[src/rtl/riscv_pkg.sv]
// Shared RISC-V datapath constants: widths, write-back selects and load funct3 codes.
package riscv_pkg;

  localparam int unsigned XLEN = 32;
  localparam int unsigned NREG = 32;
  localparam int unsigned CNTW = 2;

  localparam logic [1:0] WB_SEL_ALU  = 2'd0;
  localparam logic [1:0] WB_SEL_LOAD = 2'd1;
  localparam logic [1:0] WB_SEL_PC4  = 2'd2;
  localparam logic [1:0] WB_SEL_NONE = 2'd3;

  localparam logic [2:0] F3_LB  = 3'b000;
  localparam logic [2:0] F3_LH  = 3'b001;
  localparam logic [2:0] F3_LW  = 3'b010;
  localparam logic [2:0] F3_LBU = 3'b100;
  localparam logic [2:0] F3_LHU = 3'b101;

endpackage

[src/rtl/load_align.sv]
// Load data alignment: picks the byte/halfword out of the raw dmem word and extends it.
module load_align
  import riscv_pkg::*;
(
  input  logic [XLEN-1:0] word,
  input  logic [1:0]      offset,
  input  logic [2:0]      funct3,
  output logic [XLEN-1:0] data,
  output logic            misaligned
);

  logic [7:0]  byte_val;
  logic [15:0] half_val;

  // Lane select followed by extension; unknown funct3 is reported as misaligned.
  always_comb begin
    byte_val   = word[7:0];
    half_val   = offset[1] ? word[31:16] : word[15:0];
    data       = word;
    misaligned = 1'b0;
    case (offset)
      2'd0:    byte_val = word[7:0];
      2'd1:    byte_val = word[15:8];
      2'd2:    byte_val = word[23:16];
      default: byte_val = word[31:24];
    endcase
    case (funct3)
      F3_LB:   data = {{24{byte_val[7]}}, byte_val};
      F3_LBU:  data = {24'd0, byte_val};
      F3_LH: begin
        data       = {{16{half_val[15]}}, half_val};
        misaligned = offset[0];
      end
      F3_LHU: begin
        data       = {16'd0, half_val};
        misaligned = offset[0];
      end
      F3_LW:   misaligned = (offset != 2'd0);
      default: misaligned = 1'b1;
    endcase
  end

endmodule

[src/rtl/reg_writeback.sv]
// MEM/WB register stage driving the regfile write port, plus the pending-write scoreboard.
module reg_writeback
  import riscv_pkg::*;
(
  input  logic            clk,
  input  logic            rst_n,
  input  logic            mem_valid,
  input  logic            mem_reg_we,
  input  logic [4:0]      mem_rd,
  input  logic [1:0]      mem_wb_sel,
  input  logic [2:0]      mem_funct3,
  input  logic [XLEN-1:0] mem_alu_result,
  input  logic [XLEN-1:0] mem_load_word,
  input  logic [XLEN-1:0] mem_pc,
  input  logic            id_issue,
  input  logic            id_rd_we,
  input  logic [4:0]      id_rd,
  output logic [4:0]      addr_rd,
  output logic [XLEN-1:0] data_rd,
  output logic            write_enable,
  output logic [NREG-1:0] busy_mask,
  output logic            rd_full,
  output logic            load_misaligned,
  output logic            sb_error
);

  localparam logic [CNTW-1:0] CntMax = '1;

  logic [XLEN-1:0] load_data;
  logic            load_mis;

  load_align u_load_align (
    .word       (mem_load_word),
    .offset     (mem_alu_result[1:0]),
    .funct3     (mem_funct3),
    .data       (load_data),
    .misaligned (load_mis)
  );

  logic            retire;
  logic            is_load;
  logic            mis_hit;
  logic            wr_en;
  logic [XLEN-1:0] wb_data;

  // Retire qualification and write-back data select for the slot being captured.
  always_comb begin
    retire  = mem_valid & mem_reg_we & (mem_rd != 5'd0);
    is_load = (mem_wb_sel == WB_SEL_LOAD);
    mis_hit = mem_valid & mem_reg_we & is_load & load_mis;
    wr_en   = retire & (mem_wb_sel != WB_SEL_NONE) & ~(is_load & load_mis);
    case (mem_wb_sel)
      WB_SEL_LOAD: wb_data = load_data;
      WB_SEL_PC4:  wb_data = mem_pc + 32'd4;
      default:     wb_data = mem_alu_result;
    endcase
  end

  // Retire captured at edge N frees its scoreboard slot at edge N+1, with the regfile write.
  logic            dec_q;
  logic [4:0]      dec_rd_q;
  logic [CNTW-1:0] cnt_q [NREG];
  logic [CNTW-1:0] cnt_d [NREG];
  logic [NREG-1:0] inc_vec;
  logic [NREG-1:0] dec_vec;
  logic            err;

  // Per-register counter next state; simultaneous inc and dec cancel out.
  always_comb begin
    inc_vec = '0;
    dec_vec = '0;
    err     = 1'b0;
    if (id_issue && id_rd_we && (id_rd != 5'd0)) inc_vec[id_rd] = 1'b1;
    if (dec_q) dec_vec[dec_rd_q] = 1'b1;
    for (int i = 0; i < NREG; i++) begin
      cnt_d[i] = cnt_q[i];
      if (inc_vec[i] && !dec_vec[i]) begin
        if (cnt_q[i] == CntMax) err = 1'b1;
        else cnt_d[i] = cnt_q[i] + 1'b1;
      end else if (dec_vec[i] && !inc_vec[i]) begin
        if (cnt_q[i] == '0) err = 1'b1;
        else cnt_d[i] = cnt_q[i] - 1'b1;
      end
    end
  end

  // Decode-facing scoreboard views.
  always_comb begin
    busy_mask = '0;
    for (int i = 1; i < NREG; i++) busy_mask[i] = (cnt_q[i] != '0);
    rd_full = (cnt_q[id_rd] == CntMax) & (id_rd != 5'd0);
  end

  // WB stage registers and scoreboard state.
  always_ff @(posedge clk) begin
    if (!rst_n) begin
      addr_rd         <= '0;
      data_rd         <= '0;
      write_enable    <= 1'b0;
      load_misaligned <= 1'b0;
      sb_error        <= 1'b0;
      dec_q           <= 1'b0;
      dec_rd_q        <= '0;
      for (int i = 0; i < NREG; i++) cnt_q[i] <= '0;
    end else begin
      write_enable    <= wr_en;
      load_misaligned <= mis_hit;
      if (wr_en) begin
        addr_rd <= mem_rd;
        data_rd <= wb_data;
      end
      dec_q    <= retire;
      dec_rd_q <= mem_rd;
      sb_error <= sb_error | err;
      for (int i = 0; i < NREG; i++) cnt_q[i] <= cnt_d[i];
    end
  end

endmodule

[config.mk]
export PLATFORM = sky130hd
export DESIGN_NAME = reg_writeback
export DESIGN_NICKNAME = d
export VERILOG_FILES = /design/src/rtl/riscv_pkg.sv /design/src/rtl/load_align.sv /design/src/rtl/reg_writeback.sv
export SDC_FILE = /design/constraint.sdc
export NUM_CORES = 1
export LEC_CHECK = 0
export ABC_AREA = 1
export CAP_MARGIN = 15
export CORE_MARGIN = 3
export CORE_UTILIZATION = 57
export CTS_CLUSTER_DIAMETER = 40
export DETAILED_ROUTE_END_ITERATION = 16
export GPL_ROUTABILITY_DRIVEN = 1
export GPL_TIMING_DRIVEN = 0
export PLACE_DENSITY_LB_ADDON = 0.15
export SLEW_MARGIN = 20
export SYNTH_ARGS = -nofsm -noshare
export SYNTH_HDL_FRONTEND = slang
export SYNTH_SLANG_ARGS = --single-unit
[constraint.sdc]
create_clock -name clk -period 3.7 [get_ports clk]
set_clock_uncertainty 0.2 [all_clocks]
set_input_delay 0.37 -clock clk [delete_from_list [all_inputs] [get_ports clk]]
set_output_delay 0.37 -clock clk [all_outputs]
set_load 0.05 [all_outputs]
## Word level (Yosys, flattened, before mapping)

Memory sizes are Yosys's and may differ from the RTL's.
Index checks and enable logic that the tools add are counted.

| word-level totals | value |
|---|---|
| bits in writable memories | 64 |
| memories | 1 |
| output and inout bits | 73 |
| bits in registers | 46 |

| cells by class | value |
|---|---|
| equality and inequality tests | 42 |
| order comparisons | 4 |
| $add $sub $neg | 65 |
| bitwise gates (word level) | 42 |
| reduce and logical (&&, ||, !) cells | 202 |
| multiplexer cells | 301 |

Memory list:

| name | words | bits a word | read ports | clocked after Yosys merged registers in | write ports | line | source |
|---|---|---|---|---|---|---|---|
| cnt_q | 32 | 2 | 33 | 0 | 32 | reg_writeback.sv:62 | `logic [CNTW-1:0] cnt_q [NREG];` |

Operator list:

| cell | number |
|---|---|
| two-way mux 2 bit | 160 |
| two-way mux 1 bit | 132 |
| case mux 32 bit (4 select lines) | 1 |
| equality test 2 bit, second input constant | 35 |
| logical AND 1 bit | 68 |
| zero test 2 bit | 33 |
| adder 2 x 1 -> 2 bit, second input constant | 32 |
| zero test 1 bit | 64 |
| two-way mux 32 bit | 2 |
| case mux 32 bit (2 select lines) | 1 |
| nonzero test 2 bit | 32 |
| subtractor 2 x 1 -> 2 bit, second input constant | 32 |
| bitwise OR 1 bit | 33 |
| adder 32 x 3 -> 32 bit, second input constant | 1 |
| case mux 8 bit (3 select lines) | 1 |
| two-way mux 16 bit | 1 |
| less-than comparator 5 x 6 -> 1 bit, second input constant | 2 |
| demux 1 bit (select 5 bit) | 2 |
| greater-or-equal comparator 5 x 1 -> 1 bit, second input constant | 2 |
| nonzero test 5 bit | 2 |
| bitwise AND 1 bit | 8 |
| equality test 3 bit, second input constant | 2 |
| equality test 2 x 1 -> 1 bit, second input constant | 2 |
| OR reduction 2 bit | 2 |
| other kinds (6) | 6 |

## Depth between registers and ports, before layout

Gate-level depths: netlist (run 1).

| logic depth | value |
|---|---|
| word-level depth | 103 |
| depth in mapped cells | 15 |
| depth with buffers taken out | 15 |

## Hierarchy

A second synthesis (run 1) with hierarchy kept.

| unflattened totals | value |
|---|---|
| cell total of the unflattened synthesis | 1642 |
| area total of the unflattened synthesis | 9645.5 um^2 |

Modules (own cells, without submodules):

| module | area an instance (um^2) | cells each | times used |
|---|---|---|---|
| reg_writeback | 8679.6 | 1446 | 1 |
| load_align | 965.9 | 196 | 1 |

## Worst setup path before layout (run 1)

No wires, ideal clock.

| timing path | value |
|---|---|
| path kind | input-to-output |
| from | input id_rd[0] |
| to | output rd_full |
| slack | 1.313 ns |
| required time | 3.130 ns |
| path buffers | 1 |
| stages on the path | 11 |
| arrival time | 1.817 ns |
| cells stage by stage | inv_1 > nor2_2 > buf_2 > a22oi_1 > nand2_1 > nand2_1 > nand2_1 > nor2_1 > nand2_1 > nand2_1 > nor2_1 |

| on the way | value |
|---|---|
| word-level cells in the longest chain between the ends | 3 |

RTL lines:

| element | line | source |
|---|---|---|
| start: declaration | reg_writeback.sv:17 | `input logic [4:0] id_rd,` |
| memory read (32 x 2 bit) | n/a |  |
| equality test 2 bit | reg_writeback.sv:91 | `rd_full = (cnt_q[id_rd] == CntMax) & (id_rd != 5'd0);` |
| bitwise AND 1 bit * | reg_writeback.sv:91 |  |
| end: declaration | reg_writeback.sv:22 | `output logic rd_full,` |

Mark *: on every way between the ends. The rest lies on a longest branch, timed or not.

## Worst setup path after layout (run 1)

| timing path | value |
|---|---|
| from | input id_rd[1] |
| to | output rd_full |

Same word-level chain as after synthesis.

==> results of run 1 <==
[critical path, delay by kind of cell]
| family | cells | cell delay (ps) |
|---|---|---|
| AO/OA/AOI/OAI | 1 | 190 |
| buffers and inverters | 3 | 1470 |
| AND/OR/NAND/NOR | 6 | 1050 |
[power by group through the flow]
| stage | Combinational (mW) | Sequential [mW] | Clock (mW) |
|---|---|---|---|
| 2_1_floorplan | 0.332 | 1.36 | 0 |
| 3_3_place_gp | 0.760 | 1.27 | 0 |
| 3_5_place_dp | 0.765 | 1.27 | 0 |
| 4_1_cts | 0.769 | 1.25 | 1.03 |
| 5_1_grt | 0.834 | 1.25 | 1.07 |
| 6_report | 0.787 | 1.25 | 1.03 |
[registers in the layout, summed over array words and instances (netlist names)]
signal and flops:
cnt_q 64, data_rd 32, addr_rd 5, dec_rd_q 5, dec_q 1, load_misaligned 1
sb_error 1, write_enable 1
[kinds of logic after synthesis]
logic type | synth area share
AOI/OAI and AO/OA | 0.1890
xor gates and xnor gates | 0.003708
adders and majority gates | 0.09004
buffers and inverters | 0.1304
DFF | 0.2331
other | 0.0007948
and+or+nand+nor | 0.3530
[final cells by class]
| type | count | area, um^2 | area share |
|---|---|---|---|
| buffer | 42 | 211.5 | 0.01775 |
| multi-input combinational | 1181 | 6028 | 0.5060 |
| timing repair buffer | 187 | 1871 | 0.1570 |
| clock buffer | 9 | 225.2 | 0.01891 |
| tap | 216 | 270.3 | 0.02269 |
| sequential | 110 | 2202 | 0.1849 |
| clock inverter | 7 | 83.83 | 0.007037 |
| inverter | 270 | 1021 | 0.08571 |
[placed cells by master (no fill, tap or decap), types with 13 or more instances in the layout]
cell,synthesis,layout
a211oi_1,15,15
a21oi_1,113,113
a22oi_1,32,32
clkbuf_1,25,25
clkdlybuf4s50_1,0,186
dfxtp_1,110,110
ha_1,68,68
inv_1,263,263
nand2_1,361,361
nand3_1,110,110
nor2_1,256,256
nor3_1,26,26
o21ai_0,91,91
o21ai_1,13,13
or2_2,17,17
[final timing paths]
kind	to	slack (ps)
setup / recovery	rd_full	40
hold / removal	load_misaligned$_SDFF_PN0_	230
setup reg to reg	sb_error$_SDFF_PN0_	760
hold reg to reg	data_rd[11]$_SDFFE_PN0P_	270
[per-stage QoR]
step                      setup slack [ps]  hold slack, ps  std cells
after global routing                 35.92           271.7       2022
final                                43.90           234.0       2022
after detailed placement            -82.18           258.7       2006
after global placement              -70.06           252.9       2006
after floorplan                       1313           263.5       1603
after CTS                            186.6           225.6       2022
[layer usage]
layer | global-route usage | wire (um) | vias up
li1 | - | - | 5560
met1 | 0.4431 | 13010 | 5142
met2 | 0.6281 | 16090 | 690
met3 | 0.06744 | 3227 | 155
met4 | 0.2319 | 2207 | 0
met5 | 0 | 0 | -
==> impl_metrics.tcl, run 1 <==
set metrics [dict create \
    ys_async_sr_fraction 0 \
    ioPinCount 190 \
    crit_fanout 10 \
    drc_errors 0 \
    place_congestion 1.054 \
    synth.distinct_cells 44 \
    drv_cap 0 \
    worst_pin_slew_ps 853.5 \
    status "complete, no violations" \
    worst-endpoint-arrival_ps 3090 \
    yosysTopAreaCell "dfxtp_1" \
    port_buffers 187 \
    comb_power_share 0.257 \
    finalCritPeriodShare 0.9881 \
    max_stage_delay_ps 550 \
    clkLatencyLatePin_ps 370 \
    synth_top_cells_by_area "dfxtp_1, nand2_1, inv_1" \
    startpoint "id_rd[1]" \
    cts_buffers 9 \
    fin_util 0.7419 \
    synth_common_cells "nand2_1, inv_1, nor2_1" \
    fillerInstances 1357 \
    grt_usage 0.3743 \
    drt_iter0_markers 1131 \
    cts_root_buffer "clkbuf_16" \
    power_density_mw_per_mm2 257.4 \
    num_rows 46 \
    drive_above_1_share 0.03931 \
    ys.warnings.count 0 \
    wl_per_cell_um 17.08 \
    synth_edf_count 0 \
    power.share.switching 0.3503 \
    finalSetupViolations 0 \
    p_sw_mw 1.074 \
    ctsResizeCount 1 \
    fmax_ghz 0.2735 \
    clkSlewWorstSetupHoldPaths_ps 90 \
    core-area_mm2 0.01606 \
    dr.pass1.iters 6 \
    nets 1986 \
    place_area_mm2 0.01159 \
    start_util 0.5884 \
    design_area_mm2 0.01191 \
    setup.worst_path.end_class "output port" \
    grt_pass1_vias 10878 \
    antennaDiodeCount 0 \
    hold_viol 0 \
    worst_setup_path_start_kind "input port" \
    fp.dieH_um 134.8 \
    hpwl_um 27120 \
    seq_area_frac_synth 0.2331 \
    cts_max_level 3 \
    period_minus_slack_ps 3656 \
    rr_startpoint "dec_rd_q[3]$_SDFF_PN0_" \
    cts_setup_buffers 0 \
    holdPathStages 3 \
    reg2reg_depth 14 \
    routed_wl_um 34540 \
    rsz0062_at_grt "false" \
    final.setup.tns_ps 0 \
    total_power_mw 3.067 \
    power.leakage_nw 5.310 \
    peakVddDrop_mv 0.2031 \
    grt-ovfl-total 0 \
    antenna_found_initial 0 \
    synth_cells 1602 \
    grt_pass1_wl_um 54160 \
    synth_most_common_cell "nand2_1" \
    hold_class "in2reg" \
    slew-limit-headroom 0.4310 \
    worstPathCellList "clkdlybuf4s50_1, nor2_2, buf_2, a22oi_1, nand2_1, nand2_1, nand4_1, nor2_1, nor2_1, dlygate4sd2_1" \
    p_seq_frac 0.407 \
    syn_avg_cell_area_um2 5.898 \
    dieArea_mm2 0.01816 \
    maxSlewViolCount 0 \
    via_per_inst 5.711 \
    path_class "in2out" \
    p_clk_frac 0.337 \
    min_from "mem_funct3[1]" \
    hold_buffers 0 \
    crit_path_top_delay_cell "dlygate4sd2_1" \
    syn_to_final_growth_pct 26.07 \
    vias 11547 \
    netlist_area_mm2 0.009449 \
    ys_ff_latch 110 \
    clockBufferDepth 2 \
    internal_power_mw 1.992 \
    grt_max_degree 23 \
    final_antenna_net_count 0 \
    cts_tree "yes" \
    yosysTopAreaCellShare 0.2331 \
    required_ps 3130 \
    die_w_um 134.8 \
    clock-sinks 110 \
    synth_ff_type "dfxtp_1" \
]
No activity file was read; power rests on OpenSTA's default activity.
==> run 2: changes to the inputs <==
--- a/config.mk
+++ b/config.mk
@@ -8,7 +8,7 @@
 export ABC_AREA = 1
 export CAP_MARGIN = 15
 export CORE_MARGIN = 3
-export CORE_UTILIZATION = 57
+export CORE_UTILIZATION = 53
 export CTS_CLUSTER_DIAMETER = 40
 export DETAILED_ROUTE_END_ITERATION = 16
 export GPL_ROUTABILITY_DRIVEN = 1
==> constraint.sdc (replaced) <==
create_clock -name clk -period 3.98 [get_ports clk]
set_clock_uncertainty 0.2 [all_clocks]
set_input_delay 0.398 -clock clk [delete_from_list [all_inputs] [get_ports clk]]
set_output_delay 0.398 -clock clk [all_outputs]
set_load 0.05 [all_outputs]
==> run 2 against run 1 <==
  * The run now ends with negative setup slack left
  * Power shrank 8.0%
  * Largest power group unchanged
  * Die area increased by 7.2%
  * Critical path type unchanged
  * Routed wire length rose by 1.8%
  * Cell count grew 0.45%
  * Critical endpoint unchanged
  * Critical path depth grew 3
==> impl_metrics.tcl, run 2 (synthesis results as in run 1) <==
set metrics [dict create \
    status "finished with violations" \
    violations "negative setup slack" \
    num_rows 48 \
    reg2reg_depth 14 \
    fin_cells 2031 \
    syn_to_final_growth_pct 25.97 \
    power.leakage_nw 5.293 \
    pre_cts_ws_ps 126.4 \
    grt_max_degree 22 \
    top_regs "cnt_q: 64 flops, data_rd: 32 flops" \
    clkSlewWorstSetupHoldPaths_ps 90 \
    mostFrequentLayoutCell "nand2_1" \
    dieArea_mm2 0.01947 \
    final_antenna_net_count 0 \
    drv_cap 0 \
    worst_setup_path_start_kind "input port" \
    final_cell_mix "nand2_1, inv_1, nor2_1, clkdlybuf4s50_1, a21oi_1" \
    clkLatencyLatePin_ps 360 \
    wl_per_cell_um 17.32 \
    p_sw_mw 0.9753 \
    power_density_mw_per_mm2 236.9 \
    hold_class "reg2reg" \
    hold_buffers 0 \
    crit_fanout 10 \
    grt_pass1_wl_um 54390 \
    cts_setup_buffers 0 \
    cts_max_level 3 \
    path_class "in2out" \
    final.setup.tns_ps -16.00 \
    routed_wl_um 35170 \
    place_area_mm2 0.01161 \
    hpwl_um 28010 \
    r2r-end "sb_error$_SDFF_PN0_" \
    ioPinCount 190 \
    antennaDiodeCount 0 \
    p_clk_frac 0.329 \
    worst_pin_slew_ps 831.0 \
    drc_errors 0 \
    slew-limit-headroom 0.4460 \
    clock-sinks 110 \
    grt_pass1_vias 10807 \
    r2r_setup_slack_ps 980 \
    top_register "cnt_q" \
    rr_startpoint "dec_rd_q[3]$_SDFF_PN0_" \
    crit_path_top_delay_cell "clkdlybuf4s50_1" \
    cts_buffers 9 \
    worst-endpoint-arrival_ps 3400 \
    required_ps 3380 \
    max_stage_delay_ps 830 \
    internal_power_mw 1.845 \
    dp.cells 2015 \
    hold_viol 0 \
    rsz0062_at_grt "false" \
    vias 11430 \
    die_w_um 139.5 \
    nets 1986 \
    maxSlewViolCount 0 \
    grt_usage 0.3482 \
    period_minus_slack_ps 3996 \
    cp_common_cell "nand2_1" \
    finalCritPeriodShare 1.004 \
    worstPathCellList "clkdlybuf4s50_1, inv_1, nor2_2, buf_2, a22oi_1, nand2_1, nand2_1, nand2_1, nor2_1, nand2_1, nand2_1, nor2_1, clkdlybuf4s50_1" \
    design_area_mm2 0.01190 \
    cts_root_buffer "clkbuf_16" \
    fmax_ghz 0.2503 \
    start_util 0.5444 \
    place_congestion 1.003 \
    finalSetupViolations 1 \
    fp.dieH_um 139.5 \
    core-area_mm2 0.01736 \
    setup_ws_ps -16.00 \
    drive_above_1_share 0.03931 \
    drt_iter0_markers 1150 \
    p_seq_frac 0.411 \
    setup.worst_path.end_class "output port" \
    power.share.switching 0.3459 \
    via_per_inst 5.628 \
    grt-ovfl-total 0 \
    worstSetupEndpoint "rd_full" \
    peakVddDrop_mv 0.2147 \
    dr.pass1.iters 6 \
    ctsResizeCount 0 \
    cts_tree "yes" \
    largest_reg_flops 64 \
    startpoint "id_rd[1]" \
    clockBufferDepth 2 \
    port_buffers 187 \
    antenna_found_initial 0 \
    comb_power_share 0.260 \
]
## run 2: worst max-delay path, delay by kind of cell
kind / cells / cell delay [ps]
buf+inv: 4 / 1900
simple gates: 8 / 960
compound gates: 1 / 130
## run 2: worst min path at each step
stage | startpoint | end | cells past startpoint
global route | data_rd[31]$_SDFFE_PN0P_ | data_rd[31]$_SDFFE_PN0P_ | 2
finish | data_rd[9]$_SDFFE_PN0P_ | data_rd[9]$_SDFFE_PN0P_ | 2
floorplan | cnt_q[0][1]$_SDFFE_PN0P_ | cnt_q[0][1]$_SDFFE_PN0P_ | 2
global placement | data_rd[29]$_SDFFE_PN0P_ | data_rd[29]$_SDFFE_PN0P_ | 2
CTS | data_rd[9]$_SDFFE_PN0P_ | data_rd[9]$_SDFFE_PN0P_ | 2
detailed placement | data_rd[9]$_SDFFE_PN0P_ | data_rd[9]$_SDFFE_PN0P_ | 2
## run 2: cell type report
cell class,count,area (um^2)
fill,1580,5454
buffer,42,211.5
sequential,110,2202
clock buffer,9,225.2
inverter,270,1021
clock inverter,7,71.32
multi-input combinational,1181,6018
tap,225,281.5
timing repair buffer,187,1872
## run 2: through the flow
stage / total power, mW / utilization / hold slack [ps]
final: 2.820 / 0.6858 / 268.4
after detailed placement: 1.899 / 0.6687 / 255.7
after global placement: 1.895 / 0.6687 / 253.6
after floorplan: 1.571 / - / 267.0
after global routing: 2.921 / 0.6858 / 293.6
after CTS: 2.810 / 0.6858 / 268.7
## run 2: power by group through the flow
| stage | combinational [mW] | clock (mW) | sequential (mW) |
|---|---|---|---|
| 6_report | 0.732 | 0.928 | 1.16 |
| 5_1_grt | 0.776 | 0.981 | 1.16 |
| 4_1_cts | 0.718 | 0.934 | 1.16 |
| 3_5_place_dp | 0.715 | 0 | 1.18 |
| 3_3_place_gp | 0.712 | 0 | 1.18 |
| 2_1_floorplan | 0.308 | 0 | 1.26 |
## run 2: metal layers
metal / wire length, um / global-route usage / up-vias
met5: 0 / 0 / -
met4: 1923 / 0.1751 / 0
met3: 3371 / 0.06323 / 135
met2: 16440 / 0.6005 / 646
met1: 13440 / 0.4145 / 5093
li1: - / - / 5556
==> run 3: changes to the inputs <==
--- a/config.mk
+++ b/config.mk
@@ -6,15 +6,15 @@
 export NUM_CORES = 1
 export LEC_CHECK = 0
 export ABC_AREA = 1
-export CAP_MARGIN = 15
+export CAP_MARGIN = 20
 export CORE_MARGIN = 3
 export CORE_UTILIZATION = 53
+export CTS_BUF_LIST = sky130_fd_sc_hd__clkbuf_16
 export CTS_CLUSTER_DIAMETER = 40
 export DETAILED_ROUTE_END_ITERATION = 16
 export GPL_ROUTABILITY_DRIVEN = 1
 export GPL_TIMING_DRIVEN = 0
 export PLACE_DENSITY_LB_ADDON = 0.15
-export SLEW_MARGIN = 20
 export SYNTH_ARGS = -nofsm -noshare
 export SYNTH_HDL_FRONTEND = slang
 export SYNTH_SLANG_ARGS = --single-unit
==> results of run 3 <==
No change in the layout: final DEF, timing and power equal those of run 2.
